$ cat src/rtl/muldiv_pkg.sv
// muldiv_pkg: shared types and constants for the iterative RV32M multiply/divide unit.
package muldiv_pkg;
    localparam int MD_WIDTH = 32;
    localparam int MULDIV_LATENCY = MD_WIDTH + 2;
    localparam logic [MD_WIDTH-1:0] ALL_ONES = '1;
    localparam logic [MD_WIDTH-1:0] INT_MIN = {1'b1, {(MD_WIDTH-1){1'b0}}};
    typedef enum logic [2:0] {
        OP_MUL, OP_MULH, OP_MULHSU, OP_MULHU, OP_DIV, OP_DIVU, OP_REM, OP_REMU
    } muldiv_op_e;
    typedef enum logic [1:0] {IDLE, CALC, FIX, DONE} muldiv_state_e;
endpackage

$ cat src/rtl/muldiv_if.sv
// muldiv_if: request/result bundle between the execute stage and muldiv_unit.
interface muldiv_if #(
    parameter int DATA_WIDTH    = 32,
    parameter int FUNCT3_LENGTH = 3
);
    logic                     Start;
    logic                     Flush;
    logic [FUNCT3_LENGTH-1:0] Funct3;
    logic [DATA_WIDTH-1:0]    SrcA;
    logic [DATA_WIDTH-1:0]    SrcB;
    logic                     Busy;
    logic                     Done;
    logic [DATA_WIDTH-1:0]    MulDivResult;
    modport master (output Start, Flush, Funct3, SrcA, SrcB, input Busy, Done, MulDivResult);
    modport slave (input Start, Flush, Funct3, SrcA, SrcB, output Busy, Done, MulDivResult);
endinterface

$ cat src/rtl/muldiv_sign_fix.sv
// muldiv_sign_fix: operand magnitude conversion on entry, sign correction and result select in FIX.
module muldiv_sign_fix
    import muldiv_pkg::*;
#(
    parameter int DATA_WIDTH = MD_WIDTH
) (
    input  muldiv_op_e              op_in,
    input  logic [DATA_WIDTH-1:0]   src_a,
    input  logic [DATA_WIDTH-1:0]   src_b,
    output logic [DATA_WIDTH-1:0]   mag_a,
    output logic [DATA_WIDTH-1:0]   mag_b,
    output logic                    neg_a,
    output logic                    neg_b,
    input  muldiv_op_e              op,
    input  logic [2*DATA_WIDTH-1:0] acc,
    input  logic [DATA_WIDTH-1:0]   rem,
    input  logic                    sgn_a,
    input  logic                    sgn_b,
    input  logic                    dz,
    input  logic                    ovf,
    output logic [DATA_WIDTH-1:0]   result
);
    logic [2*DATA_WIDTH-1:0] prod;
    logic [DATA_WIDTH-1:0]   quo;
    logic [DATA_WIDTH-1:0]   rmd;

    always_comb begin
        neg_a  = (op_in inside {OP_MULH, OP_MULHSU, OP_DIV, OP_REM}) && src_a[DATA_WIDTH-1];
        neg_b  = (op_in inside {OP_MULH, OP_DIV, OP_REM}) && src_b[DATA_WIDTH-1];
        mag_a  = neg_a ? -src_a : src_a;
        mag_b  = neg_b ? -src_b : src_b;
        prod   = (sgn_a ^ sgn_b) ? -acc : acc;
        quo    = (sgn_a ^ sgn_b) ? -acc[DATA_WIDTH-1:0] : acc[DATA_WIDTH-1:0];
        rmd    = sgn_a ? -rem : rem;
        // divide-by-zero remainder falls out naturally as SrcA; only the quotient is forced
        result = op == OP_MUL ? prod[DATA_WIDTH-1:0] :
                 !op[2] ? prod[2*DATA_WIDTH-1:DATA_WIDTH] :
                 (op == OP_DIV || op == OP_DIVU) ? (dz ? ALL_ONES : ovf ? INT_MIN : quo) :
                 ovf ? '0 : rmd;
    end
endmodule

$ cat src/rtl/muldiv_unit.sv
// muldiv_unit: iterative RV32M multiply (shift-add) / divide (restoring), DATA_WIDTH+2 cycle latency.
// MULDIV_FAST_SPECIAL_EN: divide-by-zero and signed overflow complete straight from Start.
module muldiv_unit
    import muldiv_pkg::*;
#(
    parameter int DATA_WIDTH    = MD_WIDTH,
    parameter int FUNCT3_LENGTH = 3
) (
    input  logic    clk,
    input  logic    rst_n,
    muldiv_if.slave bus
);
    localparam int CW = $clog2(DATA_WIDTH);

    muldiv_state_e           state;
    muldiv_op_e              op, op_in;
    logic [FUNCT3_LENGTH-1:0] f3;
    logic [CW-1:0]           cnt;
    logic [2*DATA_WIDTH-1:0] acc;
    logic [DATA_WIDTH-1:0]   rem, opb, mag_a, mag_b, fix_res, fast_res, result;
    logic [DATA_WIDTH:0]     sum, shifted;
    logic neg_a, neg_b, neg_a_q, neg_b_q, dz, ovf, dz_in, ovf_in, fast, take, busy, done;

    assign f3      = bus.Funct3;
    assign op_in   = muldiv_op_e'(f3);
    assign dz_in   = op_in[2] && bus.SrcB == '0;
    assign ovf_in  = (op_in == OP_DIV || op_in == OP_REM) && bus.SrcA == INT_MIN && bus.SrcB == ALL_ONES;
    assign sum     = acc[0] ? {1'b0, acc[2*DATA_WIDTH-1:DATA_WIDTH]} + {1'b0, opb}
                            : {1'b0, acc[2*DATA_WIDTH-1:DATA_WIDTH]};
    assign shifted = {rem, acc[DATA_WIDTH-1]};
    assign take    = shifted >= {1'b0, opb};

`ifdef MULDIV_FAST_SPECIAL_EN
    assign fast     = dz_in || ovf_in;
    assign fast_res = ovf_in ? (op_in == OP_DIV ? INT_MIN : '0) :
                      (op_in == OP_DIV || op_in == OP_DIVU) ? ALL_ONES : bus.SrcA;
`else
    assign fast     = 1'b0;
    assign fast_res = '0;
`endif

    muldiv_sign_fix #(.DATA_WIDTH(DATA_WIDTH)) u_sign_fix (
        .op_in(op_in), .src_a(bus.SrcA), .src_b(bus.SrcB),
        .mag_a(mag_a), .mag_b(mag_b), .neg_a(neg_a), .neg_b(neg_b),
        .op(op), .acc(acc), .rem(rem), .sgn_a(neg_a_q), .sgn_b(neg_b_q),
        .dz(dz), .ovf(ovf), .result(fix_res)
    );

    always_ff @(posedge clk or negedge rst_n)
        if (!rst_n) begin
            state   <= IDLE;
            busy    <= 1'b0;
            done    <= 1'b0;
            result  <= '0;
            cnt     <= '0;
            acc     <= '0;
            rem     <= '0;
            opb     <= '0;
            op      <= OP_MUL;
            neg_a_q <= 1'b0;
            neg_b_q <= 1'b0;
            dz      <= 1'b0;
            ovf     <= 1'b0;
        end else if (bus.Flush) begin
            state <= IDLE;
            busy  <= 1'b0;
            done  <= 1'b0;
        end else if (bus.Start && (state == IDLE || state == DONE)) begin
            state   <= fast ? DONE : CALC;
            busy    <= !fast;
            done    <= fast;
            op      <= op_in;
            cnt     <= '0;
            acc     <= {{DATA_WIDTH{1'b0}}, mag_a};
            rem     <= '0;
            opb     <= mag_b;
            neg_a_q <= neg_a;
            neg_b_q <= neg_b;
            dz      <= dz_in;
            ovf     <= ovf_in;
            if (fast) result <= fast_res;
        end else if (state == CALC) begin
            cnt <= cnt + 1'b1;
            // divide reuses the low half of acc as dividend-in / quotient-out shift register
            if (op[2]) begin
                rem                 <= DATA_WIDTH'(take ? shifted - {1'b0, opb} : shifted);
                acc[DATA_WIDTH-1:0] <= {acc[DATA_WIDTH-2:0], take};
            end else
                acc <= {sum, acc[DATA_WIDTH-1:1]};
            if (cnt == CW'(DATA_WIDTH - 1)) state <= FIX;
        end else if (state == FIX) begin
            state  <= DONE;
            busy   <= 1'b0;
            done   <= 1'b1;
            result <= fix_res;
        end else begin
            state <= IDLE;
            done  <= 1'b0;
        end

    assign bus.Busy         = busy;
    assign bus.Done         = done;
    assign bus.MulDivResult = result;
endmodule

$ cat src/flat_wrapper.sv
// flat-port wrapper written by rule: the top's interface ports become plain ports
module muldiv_unit_flat import muldiv_pkg::*;
#(
    parameter int DATA_WIDTH    = MD_WIDTH,
    parameter int FUNCT3_LENGTH = 3
)
  (clk, rst_n, bus_Start, bus_Flush, bus_Funct3, bus_SrcA, bus_SrcB, bus_Busy, bus_Done, bus_MulDivResult);
  muldiv_if #(.DATA_WIDTH(DATA_WIDTH), .FUNCT3_LENGTH(FUNCT3_LENGTH)) bus_i ();
  input  logic clk;
  input  logic rst_n;
  input wire logic [$bits(bus_i.Start)-1:0] bus_Start;
  input wire logic [$bits(bus_i.Flush)-1:0] bus_Flush;
  input wire logic [$bits(bus_i.Funct3)-1:0] bus_Funct3;
  input wire logic [$bits(bus_i.SrcA)-1:0] bus_SrcA;
  input wire logic [$bits(bus_i.SrcB)-1:0] bus_SrcB;
  output wire logic [$bits(bus_i.Busy)-1:0] bus_Busy;
  output wire logic [$bits(bus_i.Done)-1:0] bus_Done;
  output wire logic [$bits(bus_i.MulDivResult)-1:0] bus_MulDivResult;
  assign bus_i.Start = bus_Start;
  assign bus_i.Flush = bus_Flush;
  assign bus_i.Funct3 = bus_Funct3;
  assign bus_i.SrcA = bus_SrcA;
  assign bus_i.SrcB = bus_SrcB;
  assign bus_Busy = bus_i.Busy;
  assign bus_Done = bus_i.Done;
  assign bus_MulDivResult = bus_i.MulDivResult;
  muldiv_unit #(.DATA_WIDTH(DATA_WIDTH), .FUNCT3_LENGTH(FUNCT3_LENGTH)) u_core (.clk(clk), .rst_n(rst_n), .bus(bus_i));
endmodule
$ cat config.mk
export PLATFORM = sky130hd
export DESIGN_NAME = muldiv_unit_flat
export DESIGN_NICKNAME = d
export VERILOG_FILES = /design/src/rtl/muldiv_pkg.sv /design/src/rtl/muldiv_if.sv /design/src/rtl/muldiv_sign_fix.sv /design/src/rtl/muldiv_unit.sv /design/src/flat_wrapper.sv
export SDC_FILE = /design/constraint.sdc
export NUM_CORES = 1
export LEC_CHECK = 0
export ABC_AREA = 0
export BUFFER_PORTS_ARGS = -buffer_cell sky130_fd_sc_hd__buf_4
export CORE_MARGIN = 2
export CORE_UTILIZATION = 40
export CTS_CLUSTER_SIZE = 10
export DETAILED_ROUTE_END_ITERATION = 16
export GPL_TIMING_DRIVEN = 0
export HOLD_SLACK_MARGIN = 0.03
export PLACE_DENSITY = 0.61
export SYNTH_ARGS = -nofsm -noshare
export SYNTH_HDL_FRONTEND = slang
export SYNTH_SLANG_ARGS = --single-unit
$ cat constraint.sdc
create_clock -name clk -period 3.05 [get_ports clk]
set_clock_uncertainty 0.05 [all_clocks]
set_input_delay 0.1525 -clock clk [delete_from_list [all_inputs] [get_ports clk]]
set_output_delay 0.1525 -clock clk [all_outputs]
set_load 0.02 [all_outputs]
==> out/results.txt <==
Placer congestion estimate: 1.06. The tools report the number of different library cells in the post-synthesis netlist as 84. The run gives 52 as the total setup violations reported at the end of the flow.

The kind of capture point of the worst setup path is a register. At the pin with the least slew margin, the transition time is 1.16 ns. The number of violations of the max-capacitance limit came out at 0. The aggregate global routing overflow was 0. The sum of routed wire segments on met1 was 27.5 mm; the worst-skew pair later-pin latency was 0.46 ns. In the synthesized netlist the async set-or-reset flop fraction comes to 100%. Of all cell types, the one taking the most synthesized area is dfrtp_1.

The logs give 2160 for the post-synth net total and 17.2k for the detailed-route via count. The checks that failed: negative setup slack. In the synthesized netlist, the number of instances is 2012. Hold is met by 0.0257 ns. The run gives 6 as the first-pass detailed-route iteration total. Leaving out fill and tap cells, the most frequent cells in the layout are 213 x nand2_1, 195 x buf_4, 172 x nor2_1. In this run the count of I/O pins placed on the die edge is 105. The detail-routed net length per standard cell came out at 23.3 µm. The die is 202 µm wide. Class of the most critical setup path: reg -> reg.

The tools report the kind of launch point of the worst setup path as a register. The run gives 30.8% as the overall global routing resource usage. For this run, the register share of the synthesized area comes to 28.1%. After filler insertion, the fill cell instance count of the layout stands at 3534.

Peak ir drop on the vdd network: 0.534 mV. Setup repair after global routing could not meet its margin everywhere. The number of global-route vias before repair came out at 16.1k.

The tools report the count of pins over their slew limit as 0. The total met2 wirelength after detailed routing was 29.1 mm; the critical path data arrival time was 3.62 ns. In this run, the number of DRC markers left after iteration 0 of detailed routing was 1501. Cells with a size suffix above 1 make up 25.7% of the layout.

The number of warnings reported in the yosys synthesis log came out at 0. The logs give 8.89 nW for the leakage power summed over all cells and -4.37 ns for the final-layout setup total negative slack. The final layout contains routed wiring with a total length of 65.3 mm.

The number of enable-type register cells in the synthesized netlist is 0. Measured against its own limit, the worst slew margin works out to 22.7%. For this design the ratio of total power to cell area is 1080 nW/µm². Area enclosed by the die boundary: 40800 µm². After synthesis, the cell types taking the most area are dfrtp_1 28%, o21ai_0 7.6%, ha_1 6.0%, xor2_1 5.7%, nand2_1 5.5%.

The die is 202 µm tall. The total core area is 38600 µm², and the worst-case clock buffer depth is 2. Prevailing post-synth register cell: dfrtp_1.

Area growth from synthesis to layout: 33.4%. After clock tree synthesis, the clock-pin slew on the worst setup and hold paths is 0.07 ns. Most frequent standard cell in the layout excluding fill and tap cells: nand2_1.

The worst path needs 3.35 ns of the cycle, external delays included. The run finished, with violations left. The post-synthesis area per instance is 7.80 µm², and the DRC violation count after routing is 0.

The path class of the tightest hold or removal check is in -> reg. The H-tree generated during clock tree synthesis spans 4 levels. STA puts the critical path data required time at 3.32 ns. The highest metal layer used by the detailed router is met4. The startpoint identified for the worst register-to-register timing path is u_core.acc[0]. The final hold violation count is 0, and the number of clock sinks seen by CTS is 176. Using the TritonRoute via totals, the vias-per-cell ratio works out to 6.12. The tools report the remaining antenna violation count as 0. Derived from the worst setup path, the maximum achievable clock frequency is 299 MHz.

The routed design uses 5.89 mm of met3 wire. Portion of synthesized cell area occupied by the leading cell type: 28.1%. The post-detailed-placement half-perimeter wirelength came out at 47.6 mm. TritonCTS built the clock tree.

The launching instance or port of the critical path was u_core.acc[0]. The number of I/O port buffers was 104. For the smallest setup slack after layout, the log shows -0.297 ns.

In this run, synthesis produced a sequential element count of 176. The CTS root buffer is clkbuf_16. The first global-routing pass estimated 96.7 mm of wire. The net count of the finished layout was 2425; the mapped cell area was 15700 µm². The initial antenna violation count was 0; the maximum number of pins on one net before global-route repair was 96. The final critical path takes up 110% of the cycle. The top fanout value on the critical path came out at 10.

The setup slack of the most critical reg-to-reg path is -0.30 ns, and the number of buffers added by the clock tree synthesis step is 17. The run gives 72 as the row count. The startpoint identified for the worst hold timing path is bus_SrcB[16]. The initial utilization of the core area, before any placement, comes to 40.6%. The repair_antennas step left the layout with diodes totalling 0.
==> worst paths after layout <==
path | end | cells past startpoint
max in group asynchronous | u_core.opb[24] | 3
worst min-delay path | u_core.opb[16] | 3
worst min register to register | u_core.bus.Done | 2
min in group asynchronous | u_core.acc[15] | 2
worst max register to register | u_core.bus.MulDivResult[18] | 12
worst max-delay path | u_core.bus.MulDivResult[18] | 12
==> metrics by stage <==
| step | worst slack, ns | utilization, % | std cells | instance area, µm² | power [mW] |
|---|---|---|---|---|---|
| floorplan | 0.0457 | - | 2012 | 15700 | 12.1 |
| global placement | -0.910 | 44.3 | 2634 | 17100 | 16.2 |
| detailed placement | -0.899 | 44.4 | 2635 | 17200 | 16.4 |
| CTS | -0.288 | 50.7 | 2768 | 19600 | 20.6 |
| global route | -0.409 | 54.2 | 2808 | 20900 | 23.7 |
| finish | -0.297 | 54.2 | 2808 | 20900 | 22.5 |
==> registers in the layout, indices dropped and copies added (netlist names) <==
name                     flops
u_core.dz                    1
u_core.neg_a_q               1
u_core.bus.Done              1
u_core.cnt                   5
u_core.rem                  32
u_core.op                    3
u_core.bus.Busy              1
u_core.acc                  64
u_core.opb                  32
u_core.bus.MulDivResult     32
u_core.ovf                   1
u_core.state                 2
u_core.neg_b_q               1
==> synth_stat cells, drive strengths merged (13+ instances only) <==
| cell | number |
|---|---|
| buf | 32 |
| dfrtp | 176 |
| nor2b | 14 |
| nand2b | 17 |
| o31ai | 29 |
| a21oi | 167 |
| o211ai | 15 |
| nand2 | 232 |
| o221ai | 14 |
| inv | 72 |
| a32oi | 13 |
| mux2i | 55 |
| nand4 | 27 |
| o21ai | 242 |
| o41ai | 19 |
| xor2 | 102 |
| a21o | 33 |
| nor3 | 37 |
| xnor2 | 94 |
| or3 | 24 |
| clkbuf | 92 |
| ha | 75 |
| a22o | 16 |
| nand3 | 23 |
| a211oi | 22 |
| nor4 | 24 |
| nor2 | 188 |
==> cell type report <==
| class | instances | area (µm²) | share of cell area, % |
|---|---|---|---|
| multi-input combinational | 1639 | 12100 | 58.0 |
| inverter | 73 | 284 | 1.36 |
| clock buffer | 18 | 429 | 2.05 |
| sequential | 176 | 4440 | 21.2 |
| timing repair buffer | 260 | 2290 | 11.0 |
| clock inverter | 14 | 123 | 0.586 |
| tap | 518 | 648 | 3.10 |
| buffer | 110 | 574 | 2.74 |
==> layer usage <==
layer / vias to the layer above / global-route usage (%)
met1: 8460 / 41.0
met2: 757 / 47.4
li1: 7835 / -
met4: 0 / 12.3
met5: - / 0
met3: 143 / 8.45
==> power by group <==
| group | leakage, nW | internal, mW | switching (mW) |
|---|---|---|---|
| sequential | 2.24 | 3.16 | 1.14 |
| clock | 0.265 | 1.07 | 1.09 |
| combinational | 6.38 | 6.02 | 10.0 |
| total | 8.89 | 10.2 | 12.3 |
==> cells by family after synthesis <==
logic type / Yosys count / share of synthesized area, %
AOI/OAI and AO/OA: 674 / 26.9
xor gates and xnor gates: 196 / 10.9
adders and majority gates: 77 / 6.23
buffers and inverters: 197 / 5.18
DFF: 176 / 28.1
muxes: 56 / 3.58
and+or+nand+nor: 636 / 19.1
==> worst max-delay path, stage by stage (launching register included) <==
cell and delay, ns:
dfrtp_1 0.40, clkbuf_4 0.26, clkinv_4 0.17, ha_1 0.22
nor2b_1 0.34, and4_1 0.27, buf_6 0.12, nand4_4 0.14
o41ai_2 0.45, xor2_2 0.32, o221ai_2 0.17, a21oi_2 0.21
o21ai_1 0.08
==> what timing repair did <==
| action | CTS | global route |
|---|---|---|
| pin swaps | 77 | 127 |
| buffers inserted | 69 | 45 |
| hold endpoints to repair | 118 | 0 |
| hold buffers | 37 | 0 |
| endpoints found under the setup margin | 140 | 80 |
| resized for setup | 240 | 253 |
| gates cloned | 1 | 6 |
(Power assumes the default switching activity.)
